File: src/rtl/ddr3_pll_phase_sequencer_if.sv
// Request channel into the PLL phase sequencer: one N-step phase move on one PLL output counter.
// Handshake: a request transfers on a rising clock edge where req_valid && req_ready; the
// master holds req_ch/req_updn/req_count stable while req_valid is high and not yet accepted.
interface ddr3_pll_phase_sequencer_if #(
  parameter int CH_W  = 2,
  parameter int CNT_W = 8
);
  logic             req_valid;
  logic             req_ready;
  logic [CH_W-1:0]  req_ch;
  logic             req_updn;
  logic [CNT_W-1:0] req_count;

  modport master (output req_valid, req_ch, req_updn, req_count, input req_ready);
  modport slave  (input req_valid, req_ch, req_updn, req_count, output req_ready);
endinterface

File: src/rtl/ddr3_pll_phase_sequencer.sv
// PLL dynamic-phase-shift sequencer: turns N-step requests into spaced phase_step pulses,
// waits on phase_done with a timeout, and tracks each counter's phase modulo one period.
module ddr3_pll_phase_sequencer #(
  parameter int NUM_CH        = 4,
  parameter int STEPS_PER_REV = 56,
  parameter int CNT_W         = 8,
  parameter int PULSE_HI      = 2,
  parameter int MIN_GAP       = 4,
  parameter int DONE_TIMEOUT  = 1023,
  localparam int CH_W         = (NUM_CH > 1) ? $clog2(NUM_CH) : 1
) (
  input  logic                      CLK_IN,
  input  logic                      RST_IN_N,
  ddr3_pll_phase_sequencer_if.slave req,
  input  logic                      abort,
  output logic                      phase_step,
  output logic                      phase_updn,
  output logic [CH_W-1:0]           phase_cntsel,
  input  logic                      phase_done,
  output logic                      busy,
  output logic                      cmpl,
  output logic                      err_timeout,
  output logic                      err_badch,
  output logic [NUM_CH*CNT_W-1:0]   pos,
  output logic [2:0]                dbg_state
);

  localparam int TMR_MAX = (DONE_TIMEOUT > PULSE_HI) ? DONE_TIMEOUT : PULSE_HI;
  localparam int TMR_W   = $clog2(TMR_MAX + 1);

  localparam logic [TMR_W-1:0] PULSE_LAST = TMR_W'(PULSE_HI - 1);
  localparam logic [TMR_W-1:0] GAP_LAST   = TMR_W'(MIN_GAP - 1);
  localparam logic [TMR_W-1:0] TO_LAST    = TMR_W'(DONE_TIMEOUT - 1);
  localparam logic [CNT_W-1:0] POS_LAST   = CNT_W'(STEPS_PER_REV - 1);
  localparam logic [CH_W:0]    NUM_CH_EXT = (CH_W + 1)'(NUM_CH);

  typedef enum logic [2:0] {
    S_IDLE  = 3'd0,
    S_SETUP = 3'd1,
    S_PULSE = 3'd2,
    S_GAP   = 3'd3,
    S_WAIT  = 3'd4,
    S_NEXT  = 3'd5,
    S_ERR   = 3'd6,
    S_DONE  = 3'd7
  } state_t;

  state_t           state;
  logic [CH_W-1:0]  ch_q;
  logic [CNT_W-1:0] remaining;
  logic [TMR_W-1:0] timer;
  logic             abort_q;
  logic [CNT_W-1:0] pos_q [NUM_CH];
  logic             ch_bad;

  assign req.req_ready = (state == S_IDLE);
  assign dbg_state     = state;
  assign ch_bad        = ({1'b0, req.req_ch} >= NUM_CH_EXT);

  always_comb begin
    pos = '0;
    for (int i = 0; i < NUM_CH; i++) pos[i*CNT_W +: CNT_W] = pos_q[i];
  end

  function automatic logic [CNT_W-1:0] step_pos(input logic [CNT_W-1:0] p, input logic up);
    if (up) return (p == POS_LAST) ? '0 : p + 1'b1;
    else    return (p == '0) ? POS_LAST : p - 1'b1;
  endfunction

  always_ff @(posedge CLK_IN or negedge RST_IN_N) begin
    if (!RST_IN_N) begin
      state        <= S_IDLE;
      phase_step   <= 1'b0;
      phase_updn   <= 1'b0;
      phase_cntsel <= '0;
      busy         <= 1'b0;
      cmpl         <= 1'b0;
      err_timeout  <= 1'b0;
      err_badch    <= 1'b0;
      ch_q         <= '0;
      remaining    <= '0;
      timer        <= '0;
      abort_q      <= 1'b0;
      for (int i = 0; i < NUM_CH; i++) pos_q[i] <= '0;
    end else begin
      cmpl      <= 1'b0;
      err_badch <= 1'b0;
      // abort only takes effect at the step boundary, so latching it is enough
      if (state != S_IDLE && abort) abort_q <= 1'b1;

      case (state)
        S_IDLE: begin
          if (req.req_valid) begin
            err_timeout <= 1'b0;
            abort_q     <= 1'b0;
            if (ch_bad) begin
              err_badch <= 1'b1;
              cmpl      <= 1'b1;
              state     <= S_DONE;
            end else begin
              ch_q         <= req.req_ch;
              phase_cntsel <= req.req_ch;
              phase_updn   <= req.req_updn;
              remaining    <= req.req_count;
              if (req.req_count == '0) begin
                cmpl  <= 1'b1;
                state <= S_DONE;
              end else begin
                busy  <= 1'b1;
                state <= S_SETUP;
              end
            end
          end
        end

        S_SETUP: begin
          phase_step <= 1'b1;
          timer      <= '0;
          state      <= S_PULSE;
        end

        S_PULSE: begin
          if (timer == PULSE_LAST) begin
            phase_step <= 1'b0;
            timer      <= '0;
            state      <= S_GAP;
          end else begin
            timer <= timer + 1'b1;
          end
        end

        // Timer keeps running from GAP entry into WAIT so the timeout spans both.
        S_GAP: begin
          if (timer == GAP_LAST) begin
            if (phase_done)            state <= S_NEXT;
            else if (timer == TO_LAST) state <= S_ERR;
            else begin
              timer <= timer + 1'b1;
              state <= S_WAIT;
            end
          end else begin
            timer <= timer + 1'b1;
          end
        end

        S_WAIT: begin
          if (phase_done)            state <= S_NEXT;
          else if (timer == TO_LAST) state <= S_ERR;
          else                       timer <= timer + 1'b1;
        end

        S_NEXT: begin
          pos_q[ch_q] <= step_pos(pos_q[ch_q], phase_updn);
          remaining   <= remaining - 1'b1;
          if (remaining == CNT_W'(1) || abort_q || abort) begin
            cmpl  <= 1'b1;
            state <= S_DONE;
          end else begin
            state <= S_SETUP;
          end
        end

        S_ERR: begin
          err_timeout <= 1'b1;
          cmpl        <= 1'b1;
          state       <= S_DONE;
        end

        S_DONE: begin
          busy  <= 1'b0;
          state <= S_IDLE;
        end

        default: state <= S_IDLE;
      endcase
    end
  end

  a_step_only_in_pulse: assert property (@(posedge CLK_IN) disable iff (!RST_IN_N)
    phase_step == (state == S_PULSE));

  a_sel_stable_while_busy: assert property (@(posedge CLK_IN) disable iff (!RST_IN_N)
    (busy && $past(busy)) |-> ($stable(phase_cntsel) && $stable(phase_updn)));

endmodule
File: src/flat_wrapper.sv
// flat-port wrapper written by rule: the top's interface ports become plain ports
module ddr3_pll_phase_sequencer_flat 
#(
  parameter int NUM_CH        = 4,
  parameter int STEPS_PER_REV = 56,
  parameter int CNT_W         = 8,
  parameter int PULSE_HI      = 2,
  parameter int MIN_GAP       = 4,
  parameter int DONE_TIMEOUT  = 1023,
  localparam int CH_W         = (NUM_CH > 1) ? $clog2(NUM_CH) : 1
)
  (CLK_IN, RST_IN_N, abort, phase_step, phase_updn, phase_cntsel, phase_done, busy, cmpl, err_timeout, err_badch, pos, dbg_state, req_req_valid, req_req_ch, req_req_updn, req_req_count, req_req_ready);
  ddr3_pll_phase_sequencer_if #(.CNT_W(CNT_W)) req_i ();
  input  logic CLK_IN;
  input  logic RST_IN_N;
  input  logic abort;
  output logic phase_step;
  output logic phase_updn;
  output logic [CH_W-1:0] phase_cntsel;
  input  logic phase_done;
  output logic busy;
  output logic cmpl;
  output logic err_timeout;
  output logic err_badch;
  output logic [NUM_CH*CNT_W-1:0] pos;
  output logic [2:0] dbg_state;
  input wire logic [$bits(req_i.req_valid)-1:0] req_req_valid;
  input wire logic [$bits(req_i.req_ch)-1:0] req_req_ch;
  input wire logic [$bits(req_i.req_updn)-1:0] req_req_updn;
  input wire logic [$bits(req_i.req_count)-1:0] req_req_count;
  output wire logic [$bits(req_i.req_ready)-1:0] req_req_ready;
  assign req_i.req_valid = req_req_valid;
  assign req_i.req_ch = req_req_ch;
  assign req_i.req_updn = req_req_updn;
  assign req_i.req_count = req_req_count;
  assign req_req_ready = req_i.req_ready;
  ddr3_pll_phase_sequencer #(.NUM_CH(NUM_CH), .STEPS_PER_REV(STEPS_PER_REV), .CNT_W(CNT_W), .PULSE_HI(PULSE_HI), .MIN_GAP(MIN_GAP), .DONE_TIMEOUT(DONE_TIMEOUT)) u_core (.CLK_IN(CLK_IN), .RST_IN_N(RST_IN_N), .req(req_i), .abort(abort), .phase_step(phase_step), .phase_updn(phase_updn), .phase_cntsel(phase_cntsel), .phase_done(phase_done), .busy(busy), .cmpl(cmpl), .err_timeout(err_timeout), .err_badch(err_badch), .pos(pos), .dbg_state(dbg_state));
endmodule
File: config.mk
export PLATFORM = sky130hd
export DESIGN_NAME = ddr3_pll_phase_sequencer_flat
export DESIGN_NICKNAME = d
export VERILOG_FILES = /design/src/rtl/ddr3_pll_phase_sequencer_if.sv /design/src/rtl/ddr3_pll_phase_sequencer.sv /design/src/flat_wrapper.sv
export SDC_FILE = /design/constraint.sdc
export NUM_CORES = 1
export LEC_CHECK = 0
export ABC_AREA = 1
export CORE_ASPECT_RATIO = 1.2
export CORE_MARGIN = 5
export CORE_UTILIZATION = 50
export CTS_BUF_LIST = sky130_fd_sc_hd__clkbuf_16
export DETAILED_ROUTE_END_ITERATION = 7
export GPL_TIMING_DRIVEN = 0
export PLACE_DENSITY = 0.77
export SLEW_MARGIN = 10
export SYNTH_ARGS = -nofsm -noshare
export SYNTH_HDL_FRONTEND = slang
export SYNTH_SLANG_ARGS = --single-unit
File: constraint.sdc
create_clock -name CLK_IN -period 1.88 [get_ports CLK_IN]
set_clock_uncertainty 0.05 [all_clocks]
set_input_delay 0.188 -clock CLK_IN [delete_from_list [all_inputs] [get_ports CLK_IN]]
set_output_delay 0.188 -clock CLK_IN [all_outputs]
set_load 0.05 [all_outputs]
==> results.md, run 1 <==
* Initial antenna violation count at 0
* Synth cell count leaders: nand2_1, dfrtp_1, nand3_1, inv_1, nor2_1
* Largest fanout on the critical path at 8
* Worst-Skew Late Latency at 0.34 ns
* Yosys warnings at 0
* Die ar. at 0.0102 mm^2
* Post-Synth Adder-Cell Area at 0.0241
* Layout cell share with drive strength beyond 1 at 0.250
* # setup viols final at 35
* Synth top area share at 0.367
* Sequential Area at 0.00153 mm^2
* XOR/XNOR Fraction of Synth Area at 0.0190
* Critical-path cell list: buf_12 > nor2_4 > nand2_2 > nand2_2 > nor2_4 > inv_2 > ha_4 > nand2_4 > buf_12 > nor2_4 > nand2_2 > nand2_2 > nand3_2 > nand2_4 > nand2_2 > nand2_2
* Dominant cells by area after synthesis: dfrtp_1, nand2_1, nand3_1, inv_1, nor2_1
* Vias at 4407
* Drt pass-1 iters at 6
* Min-Delay Path Class: in -> reg
* CTS tree: built
* Slowest-stage cell, CP: dfrtp_2
* Number of synthesized register bits at 61
* First-pass GRT wire length at 20.1 mm
* I/O Buffers at 58
* Post-Synth Simple-Gate Area at 0.424
* Initial Utilization at 0.512
* Crit path top cell by count: nand2_2
* DRC at 0
* Mux contribution to synthesized area at 0
* Met1 Resource Use GR at 0.296
* Area Overhead vs Synth at 40.0%
* Prevailing post-synth register cell: dfrtp_1
* GR peak layer: met2
* Inserted Clock Buffers at 9
* Die H at 110 um
* Drt total wl at 12.7 mm
* CTS max path bufs at 2
* Clock-pin slew on the worst setup and hold paths at 0.05 ns
* Worst setup EP type: flop
* # diodes at 0
* Final Hold Fails at 0
* Clock share of power at 0.128
* Via count of the first global-routing pass at 4213
* CTS H-tree depth at 3
* Slowest stage delay, CP at 0.42 ns
* Synth area leader: dfrtp_1
* Die X-Extent at 93.2 um
* Syn Area/Cell at 7.06 um^2
* Post-DP HPWL at 8.57 mm
* GRT Total Usage at 0.250
* Multi-input combinational cell area at 0.00261 mm^2
* Most common cell in the netlist: nand2_1
* Clock Sinks at 61
* Met3 GRT Util at 0.0465
* Relative slew margins at 0.477
* P_sw at 6.79 mW
* Pwr dens at 2200 mW/mm^2
* Synth Area in Compound Gates at 0.0916
* Initial DRC Count at 344
* Fmax at 0.479 GHz
* Reg2reg start: u_core.phase_cntsel[1]$_DFFE_PN0P_
* P_int at 6.00 mW
* Clock root cell: clkbuf_16
* Final WS setup at -0.206 ns
* Vias per cell at 5.56
* CP Data Arrival Time at 2.31 ns
* Worst-Margin Slew at 0.785 ns
* Total gr overflow at 0
* DRT antenna net count at 0
* WL/cell at 16.1 um
* # rows at 36
* Failing checks: setup timing
* RSZ-0062 raised after global routing: yes
* Maximum number of pins on one net before global-route repair at 62
* Largest family of logic cells by synthesized area: simple AND/OR/NAND/NOR gates
* CORE AREA at 0.00811 mm^2
* Switch share at 0.531
* Crit path from: u_core.phase_cntsel[1]$_DFFE_PN0P_
* Number of flops mapped to enable cells by yosys at 0
* Hold Crit Start: req_req_ch[0]
* # IOs at 60
* Combinational share of power at 0.685
* CP Data Required Time at 2.11 ns
* Setup crit start kind: flop
* Period utilisation layout at 1.11
* Crit Path Category: reg -> reg
* Worst slack, placed at -0.264 ns
* Worst hold slack at 0.377 ns
* M2 GR Usage at 0.449
* Synth async-reset ratio at 1.00
* Peak supply drop at 0.00110 V
* Max-cap violations at 0
* Post-layout minimum cycle time at 2.09 ns
* Seq/Total Area, Yosys at 0.367
* Yosys cell types at 40
* Pleak at 2.93 nW
* Reg power frac at 0.187
* Syn Inst Count at 588
* GPL Wtd Cong at 0.952
* Synthesized area at 0.00415 mm^2
* Final nets at 716
* Status: complete, but fails checks
* Pins over their slew limit at 0
* Filler cell count at 620
* Synthesized net count at 612
## layout by cell type, fill, tap and decap left out, types with 4 or more instances in the layout
master	netlist	routed
clkbuf_16	0	9
nor2_1	37	33
nor2_2	6	5
nand4_1	6	6
clkdlybuf4s50_1	0	50
inv_1	45	43
xor2_1	9	9
nand2_2	16	34
o21ai_1	11	10
dfrtp_1	61	58
o21ai_2	3	4
o21ai_0	27	24
nand3_1	48	42
ha_1	8	6
inv_2	6	8
nand2_1	231	203
nand3_2	9	12
buf_12	0	7
nor2_4	11	16
buf_4	2	31
a21oi_1	13	13
nand2_4	2	12
## worst max-delay path: cells and delay by family, from the launching register on
family        cells  cell delay [ns]
buf+inv           3             0.35
simple gates     12             1.05
flops             1             0.42
fa+ha+maj         1             0.15
## final timing paths
kind	to	slack, ns	depth (start not counted)
min reg2reg	u_core.abort_q$_DFF_PN0_	0.44	2
max in group asynchronous	u_core.phase_cntsel[0]$_DFFE_PN0P_	0.78	2
min in group asynchronous	u_core.timer[0]$_DFFE_PN0P_	0.42	2
max	u_core.pos[30]$_DFFE_PN0P_	-0.21	16
max reg2reg	u_core.pos[30]$_DFFE_PN0P_	-0.21	16
min	u_core.phase_cntsel[0]$_DFFE_PN0P_	0.38	3
## power groups by stage
stage,Combinational [mW],Clock [mW],Sequential [mW]
floorplan,4.08,0,3.49
global placement,7.03,0,2.35
detailed placement,7.16,0,2.36
CTS,7.87,1.65,2.36
global route,9.41,1.72,2.46
finish,8.75,1.64,2.40
## stage by stage
| stage | area [um^2] | utilization | TNS [ns] | power, mW | std cells |
|---|---|---|---|---|---|
| 2_1_floorplan | 4210 | - | -4.39 | 7.57 | 588 |
| 5_1_grt | 5820 | 0.717 | -9.28 | 13.6 | 792 |
| 3_5_place_dp | 4910 | 0.606 | -6.80 | 9.53 | 741 |
| 4_1_cts | 5490 | 0.677 | -3.94 | 11.9 | 774 |
| 6_report | 5820 | 0.717 | -4.53 | 12.8 | 792 |
| 3_3_place_gp | 4910 | 0.606 | -91.47 | 9.39 | 741 |
## registers in the layout (all words and copies together) (netlist names)
name	cells
u_core.timer	10
u_core.err_timeout	1
u_core.abort_q	1
u_core.phase_cntsel	2
u_core.phase_updn	1
u_core.remaining	8
u_core.busy	1
u_core.pos	32
u_core.phase_step	1
u_core.cmpl	1
u_core.dbg_state	3
## layout make-up
cell class,count,area share
Tap cell,95,0.0204
Inverter,54,0.0368
Clock buffer,9,0.0387
Clock inverter,7,0.0116
Sequential cell,61,0.263
Multi-Input combinational cell,462,0.449
Timing Repair Buffer,93,0.158
Buffer,11,0.0222
## per-layer routing
metal  wire length (um)  share of wire
met1               5050           0.40
met5                  0              0
met2               6420           0.51
met4                339          0.027
met3                902          0.071
## what timing repair did
item                       CTS  global route
setup endpoints to repair   45            54
hold endpoints to repair    61             0
buffers inserted            15            18
pin swaps                   19            35
hold buffers                 1             0
gates cloned                 1             0
resized for setup           32            60
## logic make-up after synthesis
logic type / count (synthesis)
and+or+nand+nor: 377
adders and majority gates: 8
buffers and inverters: 65
AOI/OAI and AO/OA: 67
xor gates and xnor gates: 9
other: 1
DFF: 61
No activity file was read; power rests on OpenSTA's default activity.
==> run 2, diff against run 1 <==
Settings changed: MAX_ROUTING_LAYER set to met4.
==> run 2 against run 1 <==
Net effect: the run still ends with setup timing left; cell area shrank 0.49%; clock-buffer cell count unchanged; wire length grew 8.2%; flip-flop and latch count is the same; first-iteration DRC count is 29% higher; sequential power hardly changed; via count increased by 3.6%; critical path type unchanged; critical endpoint is now u_core.pos[17]$_DFFE_PN0P_; largest power group unchanged; highest routed layer unchanged.
==> results.md, run 2 (same netlist as run 1, synthesis figures left out) <==
* Vias per cell at 5.81
* CORE AREA at 0.00811 mm^2
* Largest register FFs at 32
* CTS H-tree depth at 3
* Failing checks: setup timing
* Commonest cells after routing, fill and taps aside: nand2_1, dfrtp_1, clkdlybuf4s50_1
* Drt pass-1 iters at 8
* Crit Path Category: reg -> reg
* DRT antenna net count at 0
* Setup crit start kind: flop
* Fmax at 0.466 GHz
* Worst-Skew Late Latency at 0.34 ns
* Min-Delay Path Class: in -> reg
* # diodes at 0
* Die ar. at 0.0102 mm^2
* Clock Sinks at 61
* First-pass GRT wire length at 21.0 mm
* Peak supply drop at 0.00140 V
* CTS max path bufs at 2
* Status: complete, but fails checks
* Initial Utilization at 0.512
* Pwr dens at 2250 mW/mm^2
* GRT Total Usage at 0.271
* Area Overhead vs Synth at 39.3%
* Total gr overflow at 0
* Initial antenna violation count at 0
* Post-layout minimum cycle time at 2.15 ns
* Pins over their slew limit at 0
* # IOs at 60
* CTS tree: built
* Worst setup EP type: flop
* Max-cap violations at 0
* Maximum number of pins on one net before global-route repair at 62
* Final nets at 710
* CP Data Required Time at 2.05 ns
* Reg2Reg Depth at 14
* GPL Wtd Cong at 0.964
* Fin util at 0.714
* CP Data Arrival Time at 2.32 ns
* # rows at 36
* DRC at 0
* Drt total wl at 13.8 mm
* Pleak at 2.88 nW
* Inserted Clock Buffers at 9
* Worst hold slack at 0.372 ns
* Layout cell share with drive strength beyond 1 at 0.263
* Via count of the first global-routing pass at 4418
* Die H at 110 um
* WL/cell at 17.5 um
* RSZ-0062 raised after global routing: yes
* Most common cell after layout, fill and taps aside: nand2_1
* Clock root cell: clkbuf_16
* Final Hold Fails at 0
* Final WS setup at -0.267 ns
* Die X-Extent at 93.2 um
* Hold Crit Depth at 3
* Filler cell count at 615
* Largest fanout on the critical path at 6
* Clock-pin slew on the worst setup and hold paths at 0.06 ns
* Post-DP HPWL at 8.80 mm
* Initial DRC Count at 444
* I/O Buffers at 58
* Worst-Margin Slew at 0.786 ns
* Period utilisation layout at 1.14
* Vias at 4565
* Relative slew margins at 0.476
* # setup viols final at 32
[run 2: changes by cell type in the layout (fill, tap and decap cells not counted), moves of 3 or more]
cell / delta
nor2_1: -3
nor2_2: +5
nand2_2: +4
ha_1: -3
nand2_1: -3
inv_2: +4
buf_12: -5
inv_1: -4
[run 2: metrics by stage]
step	TNS (ns)	power (mW)	setup WS [ns]	cells	instance area, um^2
6_report	-6.50	13.0	-0.267	786	5790
5_1_grt	-9.88	13.7	-0.387	786	5790
4_1_cts	-4.18	12.0	-0.158	774	5470
3_5_place_dp	-6.53	9.53	-0.244	741	4910
3_3_place_gp	-92.77	9.39	-1.65	741	4910
2_1_floorplan	-4.39	7.57	-0.170	588	4210
[run 2: layout make-up]
type	instances	area (um^2)	area share
inverters	54	216	0.0374
multi-input cells	462	2650	0.458
flip-flops and latches	61	1530	0.265
plain buffers	11	113	0.0195
clock buffers	9	225	0.0389
repair buffers	87	830	0.143
clock inverters	7	105	0.0182
well taps	95	119	0.0205
[run 2: what timing repair did]
item / in CTS / in global routing
hold buffers: 1 / 0
endpoints found under the hold margin: 61 / 0
pin swaps: 19 / 44
gates resized for setup: 31 / 71
endpoints found under the setup margin: 45 / 56
cloned: 0 / 1
buffers inserted: 16 / 12
[run 2: where the power goes]
group / internal [mW] / switching (mW) / total (mW) / leakage [nW]
combinational: 3.00 / 5.71 / 8.71 / 1.94
sequential: 1.84 / 0.588 / 2.42 / 0.776
clock: 1.28 / 0.608 / 1.88 / 0.163
total: 6.11 / 6.91 / 13.0 / 2.88
[run 2: critical path, cell delays in order (launching register included)]
cell and delay [ns]:
dfrtp_2 0.45, buf_12 0.15, nor2_4 0.21, nand2_2 0.08
nand2_2 0.10, nor2_4 0.07, inv_2 0.08, ha_4 0.15
nand2_4 0.08, nor2_4 0.16, nand2_2 0.09, nand2_1 0.09
nand2_2 0.10, nand3_1 0.12, nand2_1 0.07
[run 2: worst paths after layout]
path | to | slack [ns] | start
worst max-delay path | u_core.pos[17]$_DFFE_PN0P_ | -0.27 | u_core.phase_cntsel[1]$_DFFE_PN0P_
worst min-delay path | u_core.phase_cntsel[0]$_DFFE_PN0P_ | 0.37 | req_req_ch[0]
worst max register to register | u_core.pos[17]$_DFFE_PN0P_ | -0.27 | u_core.phase_cntsel[1]$_DFFE_PN0P_
worst min register to register | u_core.abort_q$_DFF_PN0_ | 0.47 | u_core.abort_q$_DFF_PN0_
max in group asynchronous | u_core.dbg_state[1]$_DFFE_PN0P_ | 0.78 | RST_IN_N
min in group asynchronous | u_core.timer[7]$_DFFE_PN0P_ | 0.42 | RST_IN_N
[run 2: metal layers]
metal,track usage,vias up,routed length [um]
li1,-,2082,-
met1,0.293,2158,5190
met2,0.476,267,7050
met3,0.0541,58,994
met4,0.132,0,524
met5,-,-,0
